--- src/rtl/symbol_freq_sorter.sv ---
// Frame-based symbol/frequency sorter: load, odd-even transposition sort, stream out ascending.
// Optional macro SORTER_DROP_ZERO_FREQ_EN discards zero-frequency pairs at load time.
module symbol_freq_sorter #(
  parameter int unsigned DEPTH = 6,
  parameter int unsigned DW    = 8
) (
  input  logic          clk,
  input  logic          reset,
  input  logic [DW-1:0] In_Freq_Data,
  input  logic [DW-1:0] In_Syml_Data,
  input  logic          In_enb,
  output logic          In_ready,
  output logic [DW-1:0] Sort_Freq_Data,
  output logic [DW-1:0] Sort_Syml_Data,
  output logic          Sort_enb,
  output logic          Sort_done,
  output logic          Sort_ovf
);

  localparam int unsigned CW = $clog2(DEPTH + 1);
  localparam int unsigned AW = (DEPTH > 1) ? $clog2(DEPTH) : 1;

  typedef enum logic [1:0] {IDLE, LOAD, SORT, EMIT} state_t;

  state_t        state;
  logic [DW-1:0] freq [DEPTH];
  logic [DW-1:0] sym  [DEPTH];
  logic [DW-1:0] nfreq [DEPTH];
  logic [DW-1:0] nsym  [DEPTH];
  logic [CW-1:0] count;
  logic [CW-1:0] pass_cnt;
  logic [CW-1:0] emit_idx;
  logic          keep_c;

`ifdef SORTER_DROP_ZERO_FREQ_EN
  assign keep_c = (In_Freq_Data != '0);
`else
  assign keep_c = 1'b1;
`endif

  // One odd-even transposition pass; pair parity follows the pass counter's LSB.
  always_comb begin
    nfreq = freq;
    nsym  = sym;
    for (int i = 0; i < int'(DEPTH) - 1; i++) begin
      if ((i[0] == pass_cnt[0]) && (CW'(i + 1) < count) && (freq[i] > freq[i+1])) begin
        nfreq[i]   = freq[i+1];
        nfreq[i+1] = freq[i];
        nsym[i]    = sym[i+1];
        nsym[i+1]  = sym[i];
      end
    end
  end

  always_ff @(posedge clk or posedge reset) begin
    if (reset) begin
      state          <= IDLE;
      count          <= '0;
      pass_cnt       <= '0;
      emit_idx       <= '0;
      In_ready       <= 1'b1;
      Sort_Freq_Data <= '0;
      Sort_Syml_Data <= '0;
      Sort_enb       <= 1'b0;
      Sort_done      <= 1'b0;
      Sort_ovf       <= 1'b0;
      for (int i = 0; i < int'(DEPTH); i++) begin
        freq[i] <= '0;
        sym[i]  <= '0;
      end
    end else begin
      Sort_enb       <= 1'b0;
      Sort_done      <= 1'b0;
      Sort_Freq_Data <= '0;
      Sort_Syml_Data <= '0;
      case (state)
        IDLE: begin
          if (In_enb && keep_c) begin
            freq[0]  <= In_Freq_Data;
            sym[0]   <= In_Syml_Data;
            count    <= CW'(1);
            Sort_ovf <= 1'b0;
            state    <= LOAD;
          end
        end
        LOAD: begin
          if (In_enb) begin
            if (keep_c) begin
              if (count < CW'(DEPTH)) begin
                freq[AW'(count)] <= In_Freq_Data;
                sym[AW'(count)]  <= In_Syml_Data;
                count            <= count + CW'(1);
              end else begin
                Sort_ovf <= 1'b1;
              end
            end
          end else begin
            pass_cnt <= '0;
            In_ready <= 1'b0;
            state    <= SORT;
          end
        end
        SORT: begin
          freq     <= nfreq;
          sym      <= nsym;
          pass_cnt <= pass_cnt + CW'(1);
          if (pass_cnt == CW'(DEPTH - 1)) begin
            emit_idx <= '0;
            state    <= EMIT;
          end
        end
        EMIT: begin
          // Stream stored entries, then a lone done pulse that also reopens the input.
          if (emit_idx < count) begin
            Sort_enb       <= 1'b1;
            Sort_Freq_Data <= freq[AW'(emit_idx)];
            Sort_Syml_Data <= sym[AW'(emit_idx)];
            emit_idx       <= emit_idx + CW'(1);
          end else begin
            Sort_done <= 1'b1;
            In_ready  <= 1'b1;
            state     <= IDLE;
          end
        end
        default: state <= IDLE;
      endcase
    end
  end

endmodule

--- config.mk ---
export PLATFORM = sky130hd
export DESIGN_NAME = symbol_freq_sorter
export DESIGN_NICKNAME = d
export VERILOG_FILES = /design/src/rtl/symbol_freq_sorter.sv
export SDC_FILE = /design/constraint.sdc
export NUM_CORES = 1
export LEC_CHECK = 0
export CORE_ASPECT_RATIO = 1.4
export CORE_MARGIN = 5
export CORE_UTILIZATION = 25
export DETAILED_ROUTE_END_ITERATION = 8
export SLEW_MARGIN = 15
export SYNTH_ARGS = -nofsm -noshare
export SYNTH_HDL_FRONTEND = slang
export SYNTH_SLANG_ARGS = --single-unit
--- constraint.sdc ---
create_clock -name clk -period 6 [get_ports clk]
set_clock_uncertainty 0.1 [all_clocks]
set_input_delay 1.2 -clock clk [delete_from_list [all_inputs] [get_ports clk]]
set_output_delay 1.2 -clock clk [all_outputs]
set_load 0.02 [all_outputs]
======== Word level (Yosys, flattened, before mapping) ========
Cells that the tools add are included.
word-level totals
  input port bits ......................... 19
  register bits ........................... 127
cells by class
  eq/ne operators ......................... 18
  mux-type cells .......................... 59
  order comparisons ....................... 15
  add/subtract/negate cells ............... 3
  reductions and logical operators ........ 29
  bitwise logic cells ..................... 3
operator list
  operator               number
  $mux W48               4
  $mux W16               10
  $pmux W40 S2           2
  $bwmux W48             2
  $mux W8                11
  $bmux W8 S3            2
  $pmux W8 S3            2
  $gt A8 B8 Y1           5
  $reduce_and A4 Y1      8
  $demux W8 S3           1
  $ne A2 B2 Y1 const B   10
  $mux W3                6
  $pmux W3 S2            3
  $ne A3 B3 Y1 const B   4
  $logic_and A1 B1 Y1    11
  $add A3 B1 Y3 const B  3
  $mux W1                9
  $ge A4 B4 Y1 const B   2
  $mux W2                4
  $not A3 Y4             2
  $pmux W2 S4            1
  $reduce_bool A2 Y1     4
  $lt A2 B3 Y1 const A   2
  $lt A3 B3 Y1 const A   2
  other kinds (14)       17

======== Depth between registers and ports, before layout ========
Gate-level depths: netlist of run 1.
  depth in word-level cells ............... 9
  gate-level depth with buffers ........... 10

======== Least setup slack after synthesis of run 1 ========
No wires, ideal clock.
  path kind ............................... input -> register
  from .................................... input In_enb
  to ...................................... register freq[41] in the netlist's numbering
  buffers on the path ..................... 2
  stages .................................. 7
  data required time ...................... 5775 ps
  setup time .............................. 125 ps
  arrival ................................. 2289 ps
  setup slack ............................. 3486 ps
  cells stage by stage .................... nor2b_1 > nor2_1 > a21oi_1 > a211o_1 > buf_2 > buf_2 > mux2_2
on the way
  longest elaborated chain between the ends .. 2
  elaborated cells on any way between the ends .. 3
  classes of those cells .................. eq/ne: 2; reduce/logical: 1
ends and longest elaborated chain
  what                            line  text
  start: declaration              11    input logic In_enb,
  $ne A2 B2 Y1 (no line)          --
  $reduce_and A5 Y1 (no line) *   --
  end signal: indexed assignment  90    freq[AW'(count)] <= In_Freq_Data;
  end signal: assignment          104   freq <= nfreq;
  end: declaration                26    logic [DW-1:0] freq [DEPTH];
Mark *: on every way between the ends. The rest lies on a longest branch, timed or not.
A chain may end at the register's enable or synchronous reset.

======== Worst setup path after layout of run 1 ========
  from .................................... register state[0]
  to ...................................... register sym[10] in the netlist's numbering
on the way
  longest elaborated chain between the ends .. 3
  elaborated cells on any way between the ends .. 8
  classes of those cells .................. eq/ne: 5; mux: 1; reduce/logical: 2
ends and longest elaborated chain
  what                                            line  text
  start: declaration                              25    state_t state;
  start signal: assignment                        57    state <= IDLE;
  start signal: assignment                        83    state <= LOAD;
  start signal: assignment                        100   state <= SORT;
  $eq A2 B2 Y1 or $eq A2 B1 Y1 (tied branches)    76    case (state)
  $ne A3 B3 Y1 (no line) (tied with other cells)  --
  $reduce_and A4 Y1 (no line)                     --
  end signal: indexed assignment                  91    sym[AW'(count)] <= In_Syml_Data;
  end signal: assignment                          105   sym <= nsym;
  end: declaration                                27    logic [DW-1:0] sym [DEPTH];
Parallel ways exist; a longest one is shown, timed or not.

==> reports/metrics.yaml, run 1 <==
io_pins: 39
wl_mm: 26.2
cts.repair.resized: 0
numClockSinks: 127
vdd_drop_max_uv: 264
stdcell_area_um2: 9900
critPathKind: "reg -> reg"
hold_path_class: "reg -> reg"
die_w_um: 167
powerDensity_nw_per_um2: 585
drive_gt1_share_pct: 12.6
synth_flop_cell: "dfrtp_1"
slew_viol_final: 0
vias: 7356
post_cts_buffers: 0
dp_hpwl_mm: 18.5
max_freq_mhz: 254
slew_headroom_pct: 21.8
setup_slack_ns: 2.06
cts_tree: "yes"
core_um2: 34000
cts_hold_buffers: 0
yosysSeqAreaShare_pct: 37.1
arrival_ns: 4.19
drtIter0Drc: 735
async_reset_ff_share_pct: 100
cts_root_buffer: "clkbuf_16"
tightest_slew_ns: 1.17
syn_to_final_growth_pct: 15.4
place_congestion: 0.860
cp.required_ns: 6.25
syn_area_um2: 8580
fin_tns_setup_ns: 0
worstSetupStartpointType: "flip-flop"
remaining_drc_errors: 0
antenna_cells: 0
drv_cap: 0
die-area_um2: 38200
syn_area_per_cell_um2: 9.65
synthTopCellsByArea: "dfrtp_1 37%, ha_1 7.3%, mux2i_1 4.2%"
status: "finished clean"
grt_max_degree: 86
yosysTopAreaCell: "dfrtp_1"
synth_edf_count: 0
synthCells: 889
cts_buffers: 17
vias_per_cell: 5.43
syn_nets: 958
yosysUniqueCellTypes: 72
num_rows: 80
worstPathMaxFanout: 50
grt_pass1_vias: 7338
final_nets: 961
post-place-ws_ns: 1.83
endpoint_kind: "flip-flop"
ant_nets: 0
hold_viol: 0
cts.clk_slew.worst_paths_ns: 0.06
netlist.area_leader.share_pct: 36.7
place_area_um2: 9320
period_minus_slack_ns: 3.94
grt_overflow: 0
h-tree-depth: 4
power.leakage_nw: 4.02
grt_antenna_before_repair: 0
grt_setup_unrepaired: "no"
start_util_pct: 25.2
io_buffers: 38
finalCritPeriodShare_pct: 65.7
grt_pass1_wl_mm: 41.6
wire_per_inst_um: 19.3
ctsLongestPathBuffers: 2
ys_seq_elements: 127
grt_usage_pct: 13.6
die_height_um: 229
yosys_warnings: 0
setup_viol: 0
firstDrtPassIters: 8
clkLatencyLatePin_ns: 0.44
worst max-delay path, cell delays in order, from the launching register on:
cell	delay (ns)
dfrtp_1	0.40
inv_1	0.14
ha_4	0.51
inv_1	0.51
nor2_1	0.36
a31o_2	0.51
o311a_1	1.01
mux2i_1	0.28
placed cells by master, fill, tap and decap left out, drive strengths merged, types with 19 or more instances in the layout:
master and n:
mux2 33, nand2 92, o211ai 20, clkdlybuf4s50 38, and2 19, a22o 24, inv 66, nor2 65
a21oi 34, clkbuf 22, ha 50, a31oi 27, dfrtp 126, nand4 24, mux2i 36, o21ai 36
final timing paths:
| kind | startpoint | endpoint | slack (ns) | cells after the start |
|---|---|---|---|---|
| min | In_ready | In_ready | 0.42 | 1 |
| max | state[0] | sym[10] | 2.06 | 7 |
| min reg2reg | In_ready | In_ready | 0.42 | 1 |
| min in group asynchronous | reset | sym[25] | 1.17 | 2 |
| max in group asynchronous | reset | freq[13] | 3.43 | 3 |
| max reg2reg | state[0] | sym[10] | 2.06 | 7 |
flip-flops by register name (all words and copies together) (netlist names):
| signal | count |
|---|---|
| count | 3 |
| Sort_enb | 1 |
| Sort_Freq_Data | 8 |
| pass_cnt | 3 |
| freq | 48 |
| In_ready | 1 |
| emit_idx | 3 |
| Sort_ovf | 1 |
| state | 2 |
| Sort_done | 1 |
| sym | 48 |
| Sort_Syml_Data | 8 |
power breakdown:
part	switching [mW]	leakage, nW	internal (mW)
Sequential	0.439	1.66	1.22
Combinational	1.81	2.08	1.27
Clock	0.409	0.278	0.641
synth_stat cells, drive strengths merged (5+ instances only):
| master | count |
|---|---|
| dfrtp | 126 |
| nand2 | 92 |
| inv | 66 |
| nor2 | 65 |
| ha | 50 |
| mux2i | 36 |
| o21ai | 36 |
| a21oi | 34 |
| clkbuf | 33 |
| mux2 | 33 |
| buf | 32 |
| a31oi | 27 |
| a22o | 24 |
| nand4 | 24 |
| o211ai | 20 |
| and2 | 19 |
| a221oi | 17 |
| a22oi | 17 |
| a2bb2oi | 17 |
| o22ai | 17 |
| mux4 | 16 |
| a222oi | 15 |
| a32oi | 8 |
| and3 | 6 |
| nand3 | 6 |
| nor2b | 6 |
| nor3 | 5 |
| o21a | 5 |
logic make-up after synthesis:
family / Yosys count / share of synthesized area [%]
AND/OR/NAND/NOR: 227 / 12.6
adder cells (fa/ha/maj): 50 / 7.29
buffers and inverters: 132 / 6.66
multiplexers: 85 / 12.8
flip-flops: 127 / 37.1
XOR/XNOR: 1 / 0.102
AO/OA/AOI/OAI: 267 / 23.6
per-layer routing:
| layer | up-vias | part of all wire, % | track usage [%] | routed length [µm] |
|---|---|---|---|---|
| li1 | 3358 | - | - | - |
| met1 | 3640 | 40 | 16.1 | 10400 |
| met2 | 303 | 52 | 23.8 | 13500 |
| met3 | 55 | 5.8 | 2.73 | 1530 |
| met4 | 0 | 2.7 | 5.91 | 719 |
| met5 | - | 0 | 0 | 0 |
final cells by class:
type	count	area [µm²]
fill	3564	24100
inverter	67	256
clock buffer	22	474
tap	451	564
timing repair buffer	49	463
sequential	127	3180
clock inverter	9	110
multi-input combinational	630	4850
per-stage QoR:
| stage | utilization [%] | std cells | total power, mW | hold slack (ns) |
|---|---|---|---|---|
| 3_5_place_dp | 27.4 | 1324 | 4.72 | 0.412 |
| 4_1_cts | 29.1 | 1355 | 5.79 | 0.422 |
| 5_1_grt | 29.1 | 1355 | 6.19 | 0.429 |
| 2_1_floorplan | - | 889 | 3.88 | 0.412 |
| 6_report | 29.1 | 1355 | 5.80 | 0.418 |
| 3_3_place_gp | 27.4 | 1324 | 4.66 | 0.406 |
(Power assumes the default switching activity.)
==> inputs of run 2 (changes only) <==
Clock period 6 ns to 3.69 ns, I/O delays scaled along.
==> run 2 against run 1 <==
  * Clock power grew 58%
  * Worst setup slack lost 1.4 ns
  * Maximum frequency grew 29%
  * Register-to-register slack lost 1.4 ns
  * Combinational power grew 66%
  * Cell area grew 1.5%
  * Critical path type unchanged
  * Core utilization grew 0.43 points
  * Via count grew 0.58%
  * Final cell count grew 1.4%
==> reports/metrics.yaml, run 2 (synthesized netlist as in run 1, its figures left out) <==
dp_hpwl_mm: 19.0  # +3.1%
wl_mm: 26.1  # -0.19%
r2r_start: "freq[31]"
cts_hold_buffers: 0  # unchanged
powerDensity_nw_per_um2: 943  # +61%
io_buffers: 38  # unchanged
r2r_cells: 8  # +1
grt_max_degree: 94  # +9.3%
worstPathMaxFanout: 17  # -66%
ant_nets: 0  # unchanged
grt_usage_pct: 13.6  # -0.036 points
post_cts_buffers: 0  # unchanged
hold_viol: 0  # unchanged
grt_overflow: 0  # unchanged
setup_slack_ns: 0.648  # -1.41 ns
vias: 7399  # +0.58%
io_pins: 39  # unchanged
syn_to_final_growth_pct: 17.1
final_nets: 979  # +1.9%
start_util_pct: 25.2  # unchanged
max_freq_mhz: 329  # +29%
stdcell_area_um2: 10000  # +1.5%
cpPeakStageDelay_ns: 0.68  # -0.33 ns
grt_antenna_before_repair: 0  # unchanged
hold_path_end: "In_ready"
drive_gt1_share_pct: 14.4  # +1.8 points
core_um2: 34000  # unchanged
vdd_drop_max_uv: 412  # +56%
cp.required_ns: 3.90  # -2.35 ns
power.leakage_nw: 4.10  # +2.2%
grt_pass1_wl_mm: 41.9  # +0.75%
multiInputGateArea_um2: 4850  # unchanged
drv_cap: 0  # unchanged
numClockSinks: 127  # unchanged
vias_per_cell: 5.39  # -0.81%
crit_slowest_cell: "o221ai_4"
fillerInstances: 3525  # -1.1%
fin_tns_setup_ns: 0  # unchanged
final-seq-area_um2: 3180  # unchanged
hold_path_class: "reg -> reg"
critPathKind: "reg -> reg"
place_congestion: 0.879  # +2.2%
post-place-ws_ns: 0.678  # -1.15 ns
h-tree-depth: 4  # unchanged
crit_family: "compound AO/OA/AOI/OAI gates"
die-area_um2: 38200  # unchanged
finalCritPeriodShare_pct: 82.4  # +17 points
grt_setup_unrepaired: "no"
place_area_um2: 9480  # +1.7%
status: "finished clean"
drtIter0Drc: 650  # -12%
path_buf_inv: 1  # -1
cts.repair.resized: 0  # unchanged
die_w_um: 167  # unchanged
worstHoldStart: "In_ready"
tightest_slew_ns: 0.816  # -0.357 ns
remaining_drc_errors: 0  # unchanged
wire_per_inst_um: 19.0  # -1.6%
worstSetupStartpointType: "flip-flop"
r2r_end: "sym[31]"
antenna_cells: 0  # unchanged
endpoint_kind: "flip-flop"
utilization_pct: 29.5  # +0.43 points
ctsLongestPathBuffers: 2  # unchanged
slew_viol_final: 0  # unchanged
total_power_mw: 9.47  # +63%
rrSetupSlack_ns: 0.65  # -1.41 ns
holdPathStages: 1  # unchanged
cts_buffers: 17  # unchanged
slew_headroom_pct: 45.6  # +24 points
cts_root_buffer: "clkbuf_16"
dpl.cell_count: 1342  # +1.4%
cts_tree: "yes"
reg.largest.list: "freq (48), sym (48)"
whs_ns: 0.415  # -0.00283 ns
period_minus_slack_ns: 3.04  # -0.897 ns
cts.clk_slew.worst_paths_ns: 0.06  # about the same
die_height_um: 229  # unchanged
grt_pass1_vias: 7426  # +1.2%
clkLatencyLatePin_ns: 0.44  # about the same
most-common-layout-cells: "125 x dfrtp_1, 90 x nand2_1, 65 x inv_1"
layout_commonest_cell: "dfrtp_1"
arrival_ns: 3.25  # -0.94 ns
layout.cells.non_filler: 1374  # +1.4%
firstDrtPassIters: 5  # -3
num_rows: 80  # unchanged
setup_viol: 0  # unchanged
worstPathCellList: "inv_1, ha_1, a21oi_1, o21a_1, o211ai_2, and2_4, o221ai_4, mux2_4"
==> run 2: cell types whose count changed in the layout (fill, tap and decap cells not counted), sizes merged <==
cell      change
clkbuf        +1
clkinv        +1
buf          +18
inv           -1
clkinvlp      +1
bufinv        -1
==> run 2: per-layer routing <==
metal / share of wire [%] / global-route usage, % / vias to the layer above
li1: - / - / 3380
met1: 40 / 16.2 / 3672
met2: 51 / 23.6 / 292
met3: 6.2 / 2.86 / 55
met4: 2.9 / 5.76 / 0
met5: 0 / 0 / -
==> run 2: report_power, final <==
group | switching [mW] | total (mW) | internal (mW) | leakage (nW)
registers | 0.704 | 2.69 | 1.98 | 1.66
logic | 2.96 | 5.13 | 2.18 | 2.17
clock network | 0.662 | 1.66 | 0.995 | 0.275
==> run 2: final cells by class <==
class	instances	area share [%]
multi-input combinational	630	48.3
sequential	127	31.6
timing repair buffer	67	6.20
tap	451	5.62
clock buffer	23	4.86
inverter	67	2.54
clock inverter	9	0.847
==> run 2: worst register-to-register path, stage by stage (launching register included) <==
cell      delay, ns
dfrtp_1        0.41
inv_1          0.08
ha_1           0.36
a21oi_1        0.17
o21a_1         0.22
o211ai_2       0.22
and2_4         0.31
o221ai_4       0.68
mux2_4         0.35
==> run 2: how the worst max path moves through the flow <==
stage	startpoint	end	slack, ns	cells past startpoint
4_1_cts	freq[31]	sym[31]	0.66	8
5_1_grt	freq[23]	freq[19]	0.47	8
6_report	freq[31]	sym[31]	0.65	8
2_1_floorplan	freq[31]	sym[31]	1.18	9
3_3_place_gp	freq[31]	sym[31]	0.76	8
3_5_place_dp	freq[31]	sym[31]	0.68	8
==> inputs of run 3 (changes only) <==
Clock period 3.69 ns to 3.1 ns, I/O delays scaled along.
==> run 3 against run 2 <==
  * Clock-buffer cell count fell by 2
  * First-iteration DRC count rose by 0.62%
  * Clock power rose by 20%
  * Maximum frequency rose by 12%
==> reports/metrics.yaml, run 3 (synthesized netlist as in run 1, its figures left out) <==
status: "finished clean"
wl_met2_mm: 13.8  # +3.2%
drv_cap: 0  # unchanged
vias_per_cell: 5.34  # -0.81%
p_sw_share_pct: 45.3  # -0.35 points
endpoint_kind: "flip-flop"
tightest_slew_ns: 1.08  # +0.264 ns
grt_antenna_before_repair: 0  # unchanged
io_buffers: 38  # unchanged
num_rows: 80  # unchanged
stdcell_area_um2: 10200  # +1.3%
start_util_pct: 25.2  # unchanged
post_cts_buffers: 0  # unchanged
hold_path_class: "in -> async"
power.clock.fraction_pct: 17.4  # about the same
hold_viol: 0  # unchanged
clkLatencyLatePin_ns: 0.44  # about the same
pwr-share-comb_pct: 55.0  # +0.8 points
reg.largest.list: "freq (48), sym (48)"
seq_power_share_pct: 27.6  # -0.8 points
max_freq_mhz: 369  # +12%
die_height_um: 229  # unchanged
grt_pass1_vias: 7632  # +2.8%
critPathKind: "reg -> reg"
place_congestion: 0.916  # +4.1%
remaining_drc_errors: 0  # unchanged
wire_per_inst_um: 19.2  # +0.99%
worstPathMaxFanout: 16  # -1
grt_pass1_wl_mm: 42.5  # +1.4%
ant_nets: 0  # unchanged
grt_overflow: 0  # unchanged
die_w_um: 167  # unchanged
dp_hpwl_mm: 19.6  # +2.9%
io_pins: 39  # unchanged
wl_mm: 26.6  # +2.1%
vias: 7419  # +0.27%
cts_tree: "yes"
core_um2: 34000  # unchanged
cts_hold_buffers: 0  # unchanged
arrival_ns: 2.97  # -0.28 ns
grt_max_degree: 66  # -30%
drive_gt1_share_pct: 15.8  # +1.4 points
cts_root_buffer: "clkbuf_16"
drtIter0Drc: 654  # +0.62%
h-tree-depth: 4  # unchanged
antenna_cells: 0  # unchanged
place_area_um2: 9610  # +1.4%
syn_to_final_growth_pct: 18.7
finalCritPeriodShare_pct: 87.4  # +5.0 points
wl_met3_mm: 1.54  # -4.4%
layout_commonest_cell: "dfrtp_1"
powerDensity_nw_per_um2: 1130  # +19%
grt_usage_pct: 13.9  # +0.36 points
slew_headroom_pct: 27.6  # -18 points
vdd_drop_max_uv: 445  # +7.9%
ctsLongestPathBuffers: 2  # unchanged
cts.repair.resized: 0  # unchanged
cts_buffers: 17  # unchanged
internal_power_mw: 6.28  # +22%
setup_viol: 0  # unchanged
numClockSinks: 127  # unchanged
most-common-layout-cells: "125 x dfrtp_1, 90 x nand2_1, 65 x inv_1"
p_switching_mw: 5.19  # +20%
r2r_cells: 8  # unchanged
die-area_um2: 38200  # unchanged
period_minus_slack_ns: 2.71  # -0.333 ns
power.leakage_nw: 4.18  # +2.0%
wl_met1_mm: 10.3  # unchanged
final_nets: 995  # +1.6%
fillerInstances: 3559  # +0.96%
fin_tns_setup_ns: 0  # unchanged
highest_layer: "met4"
slew_viol_final: 0  # unchanged
worstSetupStartpointType: "flip-flop"
firstDrtPassIters: 6  # +1
grt_setup_unrepaired: "no"
cp.required_ns: 3.36  # -0.54 ns
whs_ns: 0.329  # -0.0863 ns
cts.clk_slew.worst_paths_ns: 0.06  # about the same
[run 3: power groups by stage]
stage	Clock (mW)	Combinational [mW]	Sequential (mW)
6_report	2.00	6.31	3.16
5_1_grt	2.11	6.93	3.25
3_3_place_gp	0	6.20	3.13
2_1_floorplan	0	4.56	2.95
4_1_cts	2.03	6.33	3.13
3_5_place_dp	0	6.30	3.15
[run 3: final timing paths]
kind | from | endpoint | slack (ns)
worst min-delay path | reset | Sort_Syml_Data[5] | 0.33
min in group clk | In_ready | In_ready | 0.41
worst max register to register | freq[7] | sym[5] | 0.39
worst max-delay path | freq[7] | sym[5] | 0.39
max in group asynchronous | reset | In_ready | 1.96
worst min register to register | In_ready | In_ready | 0.41
[run 3: critical path: stages (launching register included)]
cell       delay (ns)
dfrtp_1          0.40
inv_1            0.06
ha_1             0.32
nand2_1          0.08
o211ai_1         0.21
nor4b_4          0.30
o311ai_2         0.18
a21oi_2          0.77
a2bb2oi_1        0.21
[run 3: area by class of cell]
type / instances / area [µm²] / area share, %
Clock buffer: 21 / 460 / 4.52
Clock inverter: 10 / 114 / 1.12
Sequential cell: 127 / 3180 / 31.2
Timing Repair Buffer: 83 / 756 / 7.42
Tap cell: 451 / 564 / 5.54
Inverter: 67 / 255 / 2.51
Multi-Input combinational cell: 630 / 4850 / 47.7
[run 3: metrics by stage]
| stage | cells | utilization [%] | power, mW | setup slack (ns) |
|---|---|---|---|---|
| after global placement | 1358 | 28.2 | 9.33 | 0.435 |
| after detailed placement | 1358 | 28.2 | 9.45 | 0.392 |
| after floorplan | 889 | - | 7.51 | 0.595 |
| after global routing | 1389 | 29.9 | 12.3 | 0.220 |
| after CTS | 1389 | 29.9 | 11.5 | 0.388 |
| final | 1389 | 29.9 | 11.5 | 0.390 |
[run 3: metal layers]
| layer | up-vias | track usage [%] |
|---|---|---|
| li1 | 3403 | - |
| met1 | 3689 | 15.9 |
| met2 | 260 | 24.8 |
| met5 | - | 0 |
| met3 | 67 | 3.09 |
| met4 | 0 | 6.19 |
